File: src/rtl/snow64_iter_divider.sv
`default_nettype none
// ============================================================================
// Module      : snow64_iter_divider
// Description : Multi-cycle radix-2 restoring integer divider, signed or
//               unsigned, with quotient, remainder and divide-by-zero flag.
// Revision    : 1.0 - initial release
// ============================================================================
module snow64_iter_divider #(
  parameter int WIDTH = 64,
  parameter int CNT_W = $clog2(WIDTH + 1)
) (
  input  logic             clk,
  input  logic             rst,
  input  logic             in_enable,
  input  logic             in_type_signedness,
  input  logic [WIDTH-1:0] in_a,
  input  logic [WIDTH-1:0] in_b,
  output logic             out_can_accept_cmd,
  output logic             out_valid,
  output logic [WIDTH-1:0] out_quot,
  output logic [WIDTH-1:0] out_rem,
  output logic             out_div_by_zero
);

  typedef enum logic [1:0] {
    ST_IDLE  = 2'd0,
    ST_PREP  = 2'd1,
    ST_RUN   = 2'd2,
    ST_FIXUP = 2'd3
  } state_t;

  localparam logic [CNT_W-1:0] c_last    = CNT_W'(WIDTH - 1);
  localparam logic [CNT_W-1:0] c_cnt_one = CNT_W'(1);

  state_t           r_state;
  state_t           w_next;

  logic [WIDTH-1:0] r_a;
  logic [WIDTH-1:0] r_b;
  logic             r_signed;
  logic [WIDTH-1:0] r_b_mag;
  logic [WIDTH-1:0] r_quot;
  logic [WIDTH-1:0] r_rem;
  logic [CNT_W-1:0] r_cnt;
  logic             r_q_neg;
  logic             r_r_neg;

  logic             w_a_neg;
  logic             w_b_neg;
  logic [WIDTH-1:0] w_a_mag;
  logic [WIDTH-1:0] w_b_mag;
  logic [WIDTH:0]   w_shift;
  logic [WIDTH:0]   w_trial;
  logic [WIDTH-1:0] w_q_next;
  logic [WIDTH-1:0] w_r_next;
  logic [WIDTH-1:0] w_q_fix;
  logic [WIDTH-1:0] w_r_fix;
  logic             w_dbz;

  assign out_can_accept_cmd = (r_state == ST_IDLE);

  always_ff @(posedge clk or posedge rst) begin
    if (rst) begin
      r_state <= ST_IDLE;
    end else begin
      r_state <= w_next;
    end
  end

  always_comb begin
    w_next = r_state;
    case (r_state)
      ST_IDLE:  if (in_enable) w_next = ST_PREP;
      ST_PREP:  w_next = ST_RUN;
      ST_RUN:   if (r_cnt == c_last) w_next = ST_FIXUP;
      ST_FIXUP: w_next = ST_IDLE;
      default:  w_next = ST_IDLE;
    endcase
  end

  // The most-negative value negates to itself, which read as unsigned is 2^(WIDTH-1).
  assign w_a_neg = r_signed & r_a[WIDTH-1];
  assign w_b_neg = r_signed & r_b[WIDTH-1];
  assign w_a_mag = w_a_neg ? (-r_a) : r_a;
  assign w_b_mag = w_b_neg ? (-r_b) : r_b;

  // Partial remainder stays below the divisor, so WIDTH+1 signed bits hold the trial.
  assign w_shift  = {r_rem, r_quot[WIDTH-1]};
  assign w_trial  = w_shift - {1'b0, r_b_mag};
  assign w_q_next = {r_quot[WIDTH-2:0], ~w_trial[WIDTH]};
  assign w_r_next = w_trial[WIDTH] ? w_shift[WIDTH-1:0] : w_trial[WIDTH-1:0];

  assign w_q_fix = r_q_neg ? (-r_quot) : r_quot;
  assign w_r_fix = r_r_neg ? (-r_rem) : r_rem;
  assign w_dbz   = (r_b == '0);

  always_ff @(posedge clk or posedge rst) begin
    if (rst) begin
      r_a             <= '0;
      r_b             <= '0;
      r_signed        <= 1'b0;
      r_b_mag         <= '0;
      r_quot          <= '0;
      r_rem           <= '0;
      r_cnt           <= '0;
      r_q_neg         <= 1'b0;
      r_r_neg         <= 1'b0;
      out_valid       <= 1'b0;
      out_quot        <= '0;
      out_rem         <= '0;
      out_div_by_zero <= 1'b0;
    end else begin
      out_valid <= 1'b0;
      case (r_state)
        ST_IDLE: begin
          if (in_enable) begin
            r_a      <= in_a;
            r_b      <= in_b;
            r_signed <= in_type_signedness;
          end
        end
        ST_PREP: begin
          r_b_mag <= w_b_mag;
          r_quot  <= w_a_mag;
          r_rem   <= '0;
          r_cnt   <= '0;
          r_q_neg <= w_a_neg ^ w_b_neg;
          r_r_neg <= w_a_neg;
        end
        ST_RUN: begin
          r_quot <= w_q_next;
          r_rem  <= w_r_next;
          r_cnt  <= r_cnt + c_cnt_one;
        end
        ST_FIXUP: begin
          // Divide-by-zero reports the raw dividend, not the iterated remainder.
          out_quot        <= w_dbz ? '1 : w_q_fix;
          out_rem         <= w_dbz ? r_a : w_r_fix;
          out_div_by_zero <= w_dbz;
          out_valid       <= 1'b1;
        end
        default: ;
      endcase
    end
  end

endmodule
`default_nettype wire
File: config.mk
export PLATFORM = sky130hd
export DESIGN_NAME = snow64_iter_divider
export DESIGN_NICKNAME = d
export VERILOG_FILES = /design/src/rtl/snow64_iter_divider.sv
export SDC_FILE = /design/constraint.sdc
export NUM_CORES = 1
export LEC_CHECK = 0
export BUFFER_PORTS_ARGS = -buffer_cell sky130_fd_sc_hd__buf_4
export CAP_MARGIN = 0
export CELL_PAD_IN_SITES_DETAIL_PLACEMENT = 0
export CELL_PAD_IN_SITES_GLOBAL_PLACEMENT = 2
export CORE_ASPECT_RATIO = 0.5
export CORE_MARGIN = 2
export CORE_UTILIZATION = 34
export CTS_CLUSTER_DIAMETER = 100
export DETAILED_ROUTE_END_ITERATION = 12
export GPL_TIMING_DRIVEN = 0
export PLACE_DENSITY_LB_ADDON = 0.1
export SYNTH_ARGS = -nofsm -noshare
export SYNTH_HDL_FRONTEND = slang
export SYNTH_SLANG_ARGS = --single-unit
File: constraint.sdc
create_clock -name clk -period 14.8 [get_ports clk]
set_input_delay 2.22 -clock clk [delete_from_list [all_inputs] [get_ports clk]]
set_output_delay 2.22 -clock clk [all_outputs]
set_load 0.05 [all_outputs]
==> impl_metrics.csv, run 1 <==
group,metric,value,unit
sta,fmax,192,MHz
worst_setup_path,critPathKind,"flop to flop",
yosys,synth_cell_types,71,
clock_tree,numCtsBuffers,48,
clock_tree,clock_latency,640,ps
cells_and_area,drive_above_1_share,16.1,%
route,viasPerCell,5.28,
clock_tree,cts_tree,"done",
cells_and_area,n_fill_cell,8367,
route,first_pass_iters,5,
yosys,async_reset_ff_share,100,%
pwr,ir_worst_vdd,0.0673,mV
yosys,synth_top_cell_area_share,41.6,%
worst_setup_path,cp-end-kind,"flop",
worst_setup_path,critPathLaunchType,"flop",
placement,io_buffers,262,
global_route,grt_antenna_before_repair,3,
sta,worst_pin_slew,1190,ps
min_path,hold_path.class,"flop to flop",
worst_setup_path,crit_chain,"ha_1, clkbuf_1, nand2_1, nor4_1, and3_1, o2111a_1, a211o_1, o311ai_0, nor2_1, clkbuf_1, buf_1, a21oi_1, o22ai_1",
global_route,grt_pass1_vias,23500,
pwr,power_density,79.6,mW/mm^2
global_route,overflow,0,
route,drc,0,
clock_tree,cts.sinks,462,
route,num_vias,23800,
floorplan,io_pins,263,
pwr,p_seq_share,47.9,%
clock_tree,cts_resized,0,
sta,timing.final.crit_share,35.1,%
sta,period_minus_slack,5200,ps
pwr,p_sw,598,uW
sta,setup_viol,0,
cells_and_area,mostFrequentLayoutCell,"dfrtp_1",
route,dr.first_iter.drc_count,1737,
clock_tree,hold_buffers,0,
sta,worst_clock_skew,34.7,ps
clock_tree,clk_pin_slew_worst_paths,70,ps
yosys,yosys-top-cells-area,"dfrtp_1 (42%), mux2_2 (6.8%), xnor2_1 (5.5%), o21ai_0 (4.2%), a21oi_1 (4.1%)",
floorplan,rows,74,
worst_setup_path,crit_top_cell,"clkbuf_1",
floorplan,core,0.0813,mm^2
sta,slew_headroom,20.5,%
route,ant_nets,0,
sta,holdWs,495,ps
worst_setup_path,crit_path_max_incr_delay,690,ps
pwr,pwr-share-comb,2.4,%
worst_setup_path,path_max_fanout,10,
status,outcome,"complete, no violations",
sta,hold_viol,0,
yosys,synth_ff_type,"dfrtp_1",
yosys,synth_top_cell_by_area,"dfrtp_1",
cells_and_area,mostFrequentLayoutCells,"dfrtp_1 (462), buf_4 (262), nor2_1 (261), o21ai_0 (231), a21oi_1 (230)",
yosys,syn_area,0.0278,mm^2
cells_and_area,synthToLayoutAreaGrowth,19.0,%
clock_tree,cts-root-buf,"clkbuf_16",
sta,maxSlewViolCount,0,
placement,gp_congestion,0.868,
yosys,ys_seq_area_share,41.6,%
global_route,grt_pass1_wl,154000,um
floorplan,start_util,34.2,%
route,routedWlPerCell,23.0,um
clock_tree,clk_path_buf_depth,3,
floorplan,die_area,0.0843,mm^2
clock_tree,post-cts-setup-buffers,0,
yosys,postSynthCellCount,3047,
worst_setup_path,cpMaxStageDelayCell,"nor4_1",
cells_and_area,fin_nets,3578,
clock_tree,htree_levels,2,
floorplan,die_h,206,um
sta,setup_tns,0,ps
pwr,p_total,2.64,mW
floorplan,fp.dieW,409,um
worst_setup_path,crit_required,15340,ps
global_route,grt_max_degree,41,
placement,hpwl,82900,um
pwr,p_sw_share,22.7,%
cells_and_area,ff_latch_area,0.0116,mm^2
yosys,syn_avg_cell_area,9.13,um^2
yosys,yosysWarningCount,0,
yosys,synth_edf_count,0,
sta,rsz0062_at_grt,"no",
pwr,leakagePower,15.1,nW
pwr,cell_internal_pwr,2.04,mW
yosys,synth.ff_latch_count,462,
global_route,track_usage,24.4,%
run,drv_cap,0,
pwr,p_clk_share,49.7,%
route,routed_wl,104000,um
cells_and_area,multi_input_area,0.0148,mm^2
worst_setup_path,arrival,5740,ps
yosys,syn_nets,3253,
-- metal layers --
metal	vias to the layer above	part of all wire, %	GRT usage [%]
li1	11600	-	-
met1	11500	50	36.4
met2	580	42	36.0
met3	115	5.7	4.40
met4	0	2.3	6.26
met5	-	0	0
-- worst max-delay path: cells and delay by family (launching register included) --
| family | cells | cell delay (ps) |
|---|---|---|
| AND/OR/NAND/NOR | 4 | 1610 |
| AO/OA/AOI/OAI | 5 | 1090 |
| adder cells (fa/ha/maj) | 1 | 330 |
| buffers and inverters | 3 | 1550 |
| flip-flops | 1 | 510 |
-- metrics by stage --
stage / worst slack, ps / std cells / area (um^2) / util, %
floorplan: 6330 / 3047 / 27800 / -
global placement: 3040 / 4411 / 31200 / 38.3
detailed placement: 9540 / 4424 / 31400 / 38.7
CTS: 9510 / 4511 / 33100 / 40.7
global route: 9200 / 4513 / 33100 / 40.7
finish: 9600 / 4513 / 33100 / 40.7
-- cells by family after synthesis --
logic type,share of synthesized area [%]
flops,41.6
simple gates,12.8
buf+inv,5.09
compound gates,20.4
xor+xnor,9.54
fa+ha+maj,3.36
mux,7.31
-- cell usage after synthesis, types with 20 or more instances --
library cell and n:
a21o_1 32, a21oi_1 230, a221o_1 20, a31oi_1 62, clkbuf_1 170, dfrtp_1 462
ha_1 73, inv_1 194, mux2_2 168, nand2_1 216, nand3_1 45, nand4_1 27
nor2_1 261, nor3_1 43, o211ai_1 45, o21ai_0 231, o22a_1 28, o22ai_1 43
o31ai_1 61, o41ai_1 29, or3_1 30, or4_1 26, xnor2_1 175, xor2_1 128
-- cell type report --
type	count	area share, %
Tap cell	1102	4.17
Clock buffer	75	4.51
Buffer	181	2.08
Timing Repair Buffer	275	6.73
Clock inverter	12	0.518
Multi-Input combinational cell	2210	44.8
Inverter	194	2.21
Sequential cell	462	34.9
Antenna cell	2	0.0151
-- registers in the layout, indices dropped and copies added, names as in the netlist --
| signal | flops |
|---|---|
| r_quot | 64 |
| out_div_by_zero | 1 |
| out_quot | 64 |
| r_rem | 64 |
| r_r_neg | 1 |
| r_signed | 1 |
| r_state | 2 |
| r_a | 64 |
| r_cnt | 7 |
| r_b_mag | 64 |
| out_valid | 1 |
| r_q_neg | 1 |
| out_rem | 64 |
| r_b | 64 |
-- worst paths after layout --
check / startpoint / endpoint / slack [ps] / depth (start not counted)
max in group asynchronous: rst / r_b[56] / 11730 / 6
max reg2reg: r_rem[45] / r_rem[13] / 9600 / 13
min in group asynchronous: rst / out_quot[18] / 1630 / 2
min reg2reg: out_quot[33] / out_quot[33] / 490 / 1
max: r_rem[45] / r_rem[13] / 9600 / 13
min: out_quot[33] / out_quot[33] / 490 / 1
-- power by group through the flow --
| stage | Combinational [mW] | Sequential [mW] | Clock [mW] |
|---|---|---|---|
| global placement | 0.0571 | 1.29 | 0 |
| CTS | 0.0662 | 1.26 | 1.34 |
| global route | 0.0706 | 1.26 | 1.39 |
| detailed placement | 0.0662 | 1.29 | 0 |
| floorplan | 0.0188 | 1.29 | 0 |
| finish | 0.0632 | 1.26 | 1.31 |
Note: power is estimated with default switching activity, not from simulation.
==> inputs of run 2 (changes only) <==
CORE_UTILIZATION = 38   (was 34)
clock period = 4.9 ns   (was 14.8 ns; I/O delays follow)
==> run 2 against run 1 <==
Global-route usage grew 1.8 points. Hold slack got worse by 290 ps. Sequential power grew to 3.0 times the previous value. Largest cell class unchanged. Clock skew up 4.4 ps. Wire length down 3.4%. Critical endpoint is now r_rem[49]. Critical path type unchanged. Cell count decreased by 2.9%.
==> impl_metrics.csv, run 2 (synthesized netlist as in run 1, its figures left out) <==
group,metric,value,unit
worst_setup_path,endpoint,"r_rem[49]",
worst_setup_path,crit_required,5450,ps
placement,dp_worst_setup_slack,-208,ps
pwr,p_seq_share,48.3,%
route,viasPerCell,5.48,
floorplan,core,0.0728,mm^2
sta,rsz0062_at_grt,"no",
cells_and_area,mostFrequentLayoutCells,"dfrtp_1 (462), buf_4 (262), nor2_1 (261), o21ai_0 (231), a21oi_1 (230)",
route,dr.first_iter.drc_count,1977,
worst_setup_path,arrival,5280,ps
pwr,p_clk_share,49.3,%
clock_tree,numCtsBuffers,49,
sta,slew_headroom,18.8,%
sta,maxSlewViolCount,0,
clock_tree,cts.sinks,462,
floorplan,die_area,0.0755,mm^2
worst_setup_path,critPathLaunchType,"flop",
sta,worst_pin_slew,1220,ps
pwr,p_sw,1.77,mW
cells_and_area,antenna_cells,0,
sta,worst_clock_skew,39.1,ps
global_route,overflow,0,
pwr,pwr-share-comb,2.4,%
worst_setup_path,cp-end-kind,"flop",
sta,period_minus_slack,4730,ps
route,routed_wl,100000,um
sta,hold_viol,0,
pwr,cell_internal_pwr,6.13,mW
sta,fin_ws,173,ps
cells_and_area,drive_above_1_share,16.3,%
cells_and_area,synthToLayoutAreaGrowth,18.4,%
route,num_vias,24000,
worst_setup_path,path_max_fanout,5,
worst_setup_path,critPathLaunch,"r_quot[63]",
cells_and_area,fin_util,45.2,%
route,drc,0,
global_route,grt_pass1_vias,23200,
sta,timing.final.crit_share,96.5,%
clock_tree,cts_tree,"done",
worst_setup_path,r2r_end,"r_rem[49]",
clock_tree,hold_buffers,0,
global_route,grt_antenna_before_repair,1,
global_route,grt_pass1_wl,151000,um
pwr,p_total,7.90,mW
pwr,ir_worst_vdd,0.237,mV
run,drv_cap,0,
cells_and_area,fin_nets,3579,
min_path,hold_path.class,"input port to async pin",
clock_tree,clock_latency,640,ps
clock_tree,clk_path_buf_depth,3,
sta,holdWs,205,ps
clock_tree,cts-root-buf,"clkbuf_16",
clock_tree,clk_pin_slew_worst_paths,70,ps
pwr,power_density,240,mW/mm^2
route,ant_nets,0,
worst_setup_path,critPathKind,"flop to flop",
floorplan,fp.dieW,387,um
global_route,grt_max_degree,43,
clock_tree,htree_levels,2,
floorplan,start_util,38.2,%
placement,hpwl,80100,um
pwr,leakagePower,15.1,nW
placement,io_buffers,262,
worst_setup_path,timing.rr.start,"r_quot[63]",
floorplan,die_h,195,um
floorplan,io_pins,263,
floorplan,rows,70,
placement,gp_congestion,0.873,
status,outcome,"complete, no violations",
worst_setup_path,reg2reg_slack,170,ps
route,routedWlPerCell,22.9,um
global_route,track_usage,26.2,%
sta,fmax,212,MHz
sta,setup_viol,0,
clock_tree,post-cts-setup-buffers,0,
route,first_pass_iters,5,
cells_and_area,mostFrequentLayoutCell,"dfrtp_1",
worst_setup_path,rr_worst_depth,12,
pwr,p_sw_share,22.4,%
[run 2: worst min-delay path by stage]
| stage | start | endpoint | cells past startpoint |
|---|---|---|---|
| 2_1_floorplan | r_cnt[0] | r_cnt[0] | 1 |
| 3_3_place_gp | out_quot[36] | out_quot[36] | 1 |
| 3_5_place_dp | out_quot[33] | out_quot[33] | 1 |
| 4_1_cts | rst | out_quot[19] | 2 |
| 5_1_grt | rst | out_quot[19] | 2 |
| 6_report | rst | out_quot[19] | 2 |
[run 2: final cells by class]
class / instances / area [um^2]
Inverter: 194 / 732
Clock inverter: 17 / 224
Tap cell: 972 / 1220
Clock buffer: 70 / 1420
Timing Repair Buffer: 275 / 2230
Buffer: 181 / 691
Sequential cell: 462 / 11600
Multi-Input combinational cell: 2210 / 14900
Fill cell: 7331 / 39900
[run 2: critical path, stage by stage, from the launching register on]
cell       delay [ps]
dfrtp_1           470
inv_1             250
ha_1              290
nor2b_1           160
o2111ai_1         150
a21boi_0          400
a41oi_1           380
o21ai_0           710
a31oi_1           400
o21bai_1          600
a31oi_1           280
or4_1             450
nand4_1            90
[run 2: per-layer routing]
| metal | GRT usage (%) | vias up | wire, um |
|---|---|---|---|
| met1 | 40.1 | 11700 | 50800 |
| met3 | 3.96 | 75 | 5440 |
| li1 | - | 11600 | - |
| met4 | 4.42 | 0 | 1440 |
| met5 | 0 | - | 0 |
| met2 | 39.4 | 603 | 42600 |
[run 2: power groups by stage]
stage | Clock [mW] | Sequential [mW] | Combinational [mW]
after floorplan | 0 | 3.89 | 0.0567
after global placement | 0 | 3.89 | 0.170
after CTS | 4.00 | 3.81 | 0.198
after global routing | 4.14 | 3.81 | 0.213
after detailed placement | 0 | 3.88 | 0.198
final | 3.90 | 3.81 | 0.190
[run 2: timing repair]
| item | CTS | global route |
|---|---|---|
| cloned | 0 | 0 |
| resized for setup | 2 | 6 |
| endpoints found under the setup margin | 20 | 24 |
| hold endpoints to repair | 0 | 0 |
[run 2: through the flow]
stage	instance area (um^2)	instances	setup TNS (ps)
floorplan	27800	3047	-964640
global placement	31000	4281	-2326540
detailed placement	31300	4294	-2390
CTS	32900	4381	0
global route	32900	4381	0
finish	32900	4381	0
